==> src/rtl/btn_cond_pkg.sv <==
// Shared types and channel indices for the front-panel button conditioner.
package btn_cond_pkg;

   typedef enum logic [1:0] {
      ST_IDLE   = 2'd0,
      ST_DELAY  = 2'd1,
      ST_REPEAT = 2'd2
   } btn_state_e;

   localparam int N_BTN      = 5;
   localparam int BTN_UP     = 0;
   localparam int BTN_DOWN   = 1;
   localparam int BTN_LEFT   = 2;
   localparam int BTN_RIGHT  = 3;
   localparam int BTN_CENTER = 4;

endpackage

==> src/rtl/btn_channel.sv <==
// One button channel: 2-FF synchronizer, counter debouncer and hold-to-repeat FSM.
module btn_channel
   import btn_cond_pkg::*;
#(
   parameter int DB_CYCLES    = 1_000_000,
   parameter int REPEAT_DELAY = 50_000_000,
   parameter int REPEAT_RATE  = 10_000_000,
   parameter bit REPEAT_EN    = 1'b0
) (
   input  logic clk,
   input  logic reset,
   input  logic btn,
   output logic level,
   output logic pulse
);

   localparam int DB_W   = $clog2(DB_CYCLES + 1);
   localparam int RP_MAX = (REPEAT_DELAY > REPEAT_RATE) ? REPEAT_DELAY : REPEAT_RATE;
   localparam int RP_W   = $clog2(RP_MAX);
   localparam logic [DB_W-1:0] DB_LAST    = DB_W'(DB_CYCLES - 1);
   localparam logic [RP_W-1:0] DELAY_LAST = RP_W'(REPEAT_DELAY - 1);
   localparam logic [RP_W-1:0] RATE_LAST  = RP_W'(REPEAT_RATE - 1);

   if (DB_CYCLES < 2) begin : g_bad_db
      $error("btn_channel: DB_CYCLES must be at least 2");
   end
   if (REPEAT_RATE < 2) begin : g_bad_rate
      $error("btn_channel: REPEAT_RATE must be at least 2");
   end

   logic [1:0]      sync_r;
   logic            stable_r;
   logic [DB_W-1:0] db_cnt_r;
   btn_state_e      state_r;
   logic [RP_W-1:0] rp_cnt_r;
   logic            pulse_r;

   // two-flop synchronizer for the asynchronous button level
   always_ff @(posedge clk) begin
      if (reset) begin
         sync_r <= 2'b00;
      end else begin
         sync_r <= {sync_r[0], btn};
      end
   end

   // debouncer: accept a new level only after DB_CYCLES consecutive differing samples
   always_ff @(posedge clk) begin
      if (reset) begin
         stable_r <= 1'b0;
         db_cnt_r <= '0;
      end else if (sync_r[1] == stable_r) begin
         db_cnt_r <= '0;
      end else if (db_cnt_r == DB_LAST) begin
         stable_r <= ~stable_r;
         db_cnt_r <= '0;
      end else begin
         db_cnt_r <= db_cnt_r + DB_W'(1);
      end
   end

   // repeat FSM: one pulse on press, then timed repeats while held if enabled
   always_ff @(posedge clk) begin
      if (reset) begin
         state_r  <= ST_IDLE;
         rp_cnt_r <= '0;
         pulse_r  <= 1'b0;
      end else begin
         pulse_r <= 1'b0;
         if (!stable_r) begin
            state_r  <= ST_IDLE;
            rp_cnt_r <= '0;
         end else begin
            case (state_r)
               ST_IDLE: begin
                  state_r  <= ST_DELAY;
                  rp_cnt_r <= '0;
                  pulse_r  <= 1'b1;
               end
               ST_DELAY: begin
                  if (!REPEAT_EN) begin
                     rp_cnt_r <= '0;
                  end else if (rp_cnt_r == DELAY_LAST) begin
                     state_r  <= ST_REPEAT;
                     rp_cnt_r <= '0;
                     pulse_r  <= 1'b1;
                  end else begin
                     rp_cnt_r <= rp_cnt_r + RP_W'(1);
                  end
               end
               ST_REPEAT: begin
                  if (rp_cnt_r == RATE_LAST) begin
                     rp_cnt_r <= '0;
                     pulse_r  <= 1'b1;
                  end else begin
                     rp_cnt_r <= rp_cnt_r + RP_W'(1);
                  end
               end
               default: begin
                  state_r  <= ST_IDLE;
                  rp_cnt_r <= '0;
               end
            endcase
         end
      end
   end

   assign level = stable_r;
   assign pulse = pulse_r;

endmodule

==> src/rtl/btn_pulse_conditioner.sv <==
// Five-button front-panel conditioner: per-channel debounce/repeat, UP/DOWN
// conflict suppression and registered step pulses for the RTC control block.
module btn_pulse_conditioner
   import btn_cond_pkg::*;
#(
   parameter int         DB_CYCLES    = 1_000_000,
   parameter int         REPEAT_DELAY = 50_000_000,
   parameter int         REPEAT_RATE  = 10_000_000,
   parameter logic [4:0] REPEAT_MASK  = 5'b00011
) (
   input  logic       clk,
   input  logic       reset,
   input  logic       btn_up,
   input  logic       btn_down,
   input  logic       btn_left,
   input  logic       btn_right,
   input  logic       btn_center,
   output logic       enUP,
   output logic       enDOWN,
   output logic       enLEFT,
   output logic       enRIGHT,
   output logic       desactivar_alarma,
   output logic [4:0] btn_level
);

   logic [N_BTN-1:0] raw_s;
   logic [N_BTN-1:0] level_s;
   logic [N_BTN-1:0] pulse_s;
   logic             conflict_r;

   assign raw_s = {btn_center, btn_right, btn_left, btn_down, btn_up};

   for (genvar i = 0; i < N_BTN; i++) begin : g_ch
      btn_channel #(
         .DB_CYCLES   (DB_CYCLES),
         .REPEAT_DELAY(REPEAT_DELAY),
         .REPEAT_RATE (REPEAT_RATE),
         .REPEAT_EN   (REPEAT_MASK[i])
      ) u_ch (
         .clk  (clk),
         .reset(reset),
         .btn  (raw_s[i]),
         .level(level_s[i]),
         .pulse(pulse_s[i])
      );
   end

   // output registers; conflict_r is aligned with the cycle each raw pulse was produced
   always_ff @(posedge clk) begin
      if (reset) begin
         conflict_r        <= 1'b0;
         enUP              <= 1'b0;
         enDOWN            <= 1'b0;
         enLEFT            <= 1'b0;
         enRIGHT           <= 1'b0;
         desactivar_alarma <= 1'b0;
         btn_level         <= 5'b00000;
      end else begin
         conflict_r        <= level_s[BTN_UP] & level_s[BTN_DOWN];
         enUP              <= pulse_s[BTN_UP] & ~conflict_r;
         enDOWN            <= pulse_s[BTN_DOWN] & ~conflict_r;
         enLEFT            <= pulse_s[BTN_LEFT];
         enRIGHT           <= pulse_s[BTN_RIGHT];
         desactivar_alarma <= pulse_s[BTN_CENTER];
         btn_level         <= level_s;
      end
   end

endmodule

==> config.mk <==
export PLATFORM = sky130hd
export DESIGN_NAME = btn_pulse_conditioner
export DESIGN_NICKNAME = d
export VERILOG_FILES = /design/src/rtl/btn_cond_pkg.sv /design/src/rtl/btn_channel.sv /design/src/rtl/btn_pulse_conditioner.sv
export SDC_FILE = /design/constraint.sdc
export NUM_CORES = 1
export LEC_CHECK = 0
export ABC_CLOCK_PERIOD_IN_PS = 2140
export BUFFER_PORTS_ARGS = -buffer_cell sky130_fd_sc_hd__buf_4
export CORE_MARGIN = 2
export CORE_UTILIZATION = 40
export CTS_CLUSTER_SIZE = 25
export DETAILED_ROUTE_END_ITERATION = 7
export GPL_ROUTABILITY_DRIVEN = 0
export MAX_ROUTING_LAYER = met4
export PLACE_DENSITY = 0.56
export REMOVE_ABC_BUFFERS = 1
export SKIP_CTS_REPAIR_TIMING = 1
export SKIP_LAST_GASP = 1
export SLEW_MARGIN = 20
export SYNTH_ARGS = -nofsm -noshare
export SYNTH_HDL_FRONTEND = slang
export SYNTH_SLANG_ARGS = --single-unit
==> constraint.sdc <==
create_clock -name clk -period 2.14 [get_ports clk]
set_input_delay 0.428 -clock clk [delete_from_list [all_inputs] [get_ports clk]]
set_output_delay 0.428 -clock clk [all_outputs]
set_load 0.1 [all_outputs]
==> impl_results.md <==
- Setup crit end kind: flip-flop
- Root buf cell: clkbuf_16
- Minimum clock period: approximately 2 ns
- Commonest cells after routing, fill and taps aside: dfxtp_1, nor2_1, xor2_1, nand3_1, xnor2_1
- Critical Path Fanout Max: 16
- Die width: 145 um
- Slew margin rel.: approximately two thirds
- Overflow after GRT: 0
- Starting DRC count in detailed routing: between 200 and 250
- Pre-Repair DR Iteration Count: 4
- Synthesized area: 7980 um2
- Average size of a mapped cell: 9.08 um2
- Total power: roughly 7 mW
- Initial antenna violation count: 0
- Final Hold Vio Count: 0
- Worst slew pin tran: a little over 0.5 ns
- Layout Skew: between 0.009 and 0.01 ns
- Share of layout cells above drive strength 1: 9.79%
- Vias per cell: about 4.7
- Max Slew Vio Count: 0
- DRC viols: 0
- Cells after Synth: 879
- Synth cell types: 43
- Critical Path RT: 2.45 ns
- CP top delay family: simple AND/OR/NAND/NOR gates
- Clk_lat worst skew: between 0.4 and 0.5 ns
- Fmax: 491 MHz
- Layout area overhead: 16.7%
- CTS Sinks: 190
- Row cnt: 51
- Die height: 145 um
- CP Buf/Inv Count: 1
- FF+latch count, synth: 190
- CTS tree: yes
- DP Worst Slack: -0.0449 ns
- WS Path Type: flip-flop to flip-flop
- R2r worst-path depth: 7
- Dominant synthesized flop cell: dfxtp_1
- Post-detailed-route count of antenna-violating nets: 0
- Slowest stage cell, crit path: or4b_4
- Peak VDD IR: 0.498 mV
- Warnings from Yosys: 0
- Synth top area share: between 40% and 50%
- Tcrit/Tclk final: 95.1%
- Routed WL: 13.7 mm
- PortBufs: 16
- Critical Path Stages: 7
- Final worst slack: 0.104 ns
- Hold crit path type: input pin to flip-flop
- # fillers: 1914
- Hold Crit Depth: 2
- Antenna Cells: 0
- CTS max path bufs: 2
- Final number of setup-violating endpoints: 0
- Post-synth EDFFs: 0
- Global-route wire length before repair: roughly 24 mm
- Core Region: 19500 um2
- Status: finished clean
- RSZ-0062 raised after global routing: false
- WL/cell: 11.4 um
- Worst path cell trace: ha_1 > or4b_4 > nor4_4 > nand2_1 > a41oi_4 > buf_12 > nor2_1
- Lkg Pwr: 3.14 nW
- Final hold slack: 0.220 ns
- TritonCTS Buffers: 17
- Clock-pin slew on the worst setup and hold paths: about 0.070 ns
- Commonest non-fill, non-tap cell in the layout: dfxtp_1
- Vias in the first global route: between 5k and 6k
- Ys async rst share: 0%
- Max-Cap Viols: 0
- Ports: 17
- H-tree levels: 4
- Critical Path Source Type: flip-flop
- DP Wirelength: between 9 and 10 mm
- Final net count: 951
- Power Density: 750 nW/um2
- Share of the yosys chip area belonging to registers: 47.6%
- All-Layer GR Usage: 13.8%
- Worst path max stage delay: 0.47 ns
- Crit path DAT: 2.35 ns
- Via Count: 5698
- Largest net degree at the start of global routing: 27
- Die area: ~21000 um2
- Area leader, netlist: dfxtp_1
- Area contributors post-synth: dfxtp_1, xor2_1, nor2_1, xnor2_1, nand3_1
- Initial Utilization: 40.9%
kinds of logic (layout without fill, tap and decap cells):
logic type / Yosys count / count (layout) / synth area share [%]
and+or+nand+nor: 474 / 474 / 29.9
DFF: 190 / 190 / 47.6
xor gates and xnor gates: 143 / 143 / 15.7
buffers and inverters: 38 / 99 / 1.99
adders and majority gates: 17 / 17 / 2.66
AOI/OAI and AO/OA: 11 / 11 / 1.39
muxes: 6 / 6 / 0.752
power by group:
group          switching (mW)  internal (mW)
logic                  0.0309         0.0256
registers             0.00565           3.55
clock network            1.35           2.03
stage by stage:
step / setup TNS, ns / cell area (um2) / utilization (%) / std cells
finish: 0 / 9320 / 47.7 / 1205
global route: 0 / 9320 / 47.7 / 1205
CTS: -0.793 / 9310 / 47.7 / 1205
detailed placement: -0.740 / 8670 / 44.4 / 1173
global placement: -0.145 / 8670 / 44.4 / 1173
floorplan: -5.15 / 7890 / - / 859
worst paths after layout:
kind / startpoint / end / slack (ns)
setup / recovery: g_ch[0].u_ch.rp_cnt_r[0] / g_ch[0].u_ch.rp_cnt_r[2] / 0.10
hold / removal: btn_right / g_ch[3].u_ch.sync_r[0] / 0.22
setup reg to reg: g_ch[0].u_ch.rp_cnt_r[0] / g_ch[0].u_ch.rp_cnt_r[2] / 0.10
hold reg to reg: g_ch[3].u_ch.state_r[0] / g_ch[3].u_ch.pulse / 0.38
sequential cells by signal, indices dropped and copies added, names as in the netlist:
signal	flops
g_ch.u_ch.db_cnt_r	100
g_ch.u_ch.rp_cnt_r	52
g_ch.u_ch.sync_r	10
g_ch.u_ch.state_r	7
btn_level	5
g_ch.u_ch.level	5
g_ch.u_ch.pulse	5
conflict_r	1
desactivar_alarma	1
enDOWN	1
enLEFT	1
enRIGHT	1
enUP	1
routing by layer:
metal	vias up	track usage (%)	wire [um]
met4	0	4.12	140
met5	-	-	0
met2	37	20.6	6050
met3	11	3.46	293
li1	3090	-	-
met1	2560	18.6	7220
Yosys cell counts (all sizes together), types with 17 or more instances:
library cell	instances
and3	18
dfxtp	190
ha	17
inv	18
nand2	48
nand3	70
nand4	39
nor2	186
nor2b	24
nor3	18
nor4	20
xnor2	51
xor2	92
layout make-up:
cell class	count	area (um2)	share of cell area, %
Clock buffer	20	457	4.90
Timing Repair Buffer	49	443	4.75
Multi-Input combinational cell	651	4030	43.2
Sequential cell	190	3800	40.8
Inverter	18	67.6	0.725
Clock inverter	12	185	1.99
Tap cell	265	332	3.56
worst register-to-register path, delay by kind of cell (launching register included):
family | cells | cell delay, ns
AND/OR/NAND/NOR | 4 | 0.95
flip-flops | 1 | 0.33
AO/OA/AOI/OAI | 1 | 0.31
buffers and inverters | 1 | 0.18
adder cells (fa/ha/maj) | 1 | 0.16
No activity file was read; power rests on OpenSTA's default activity.
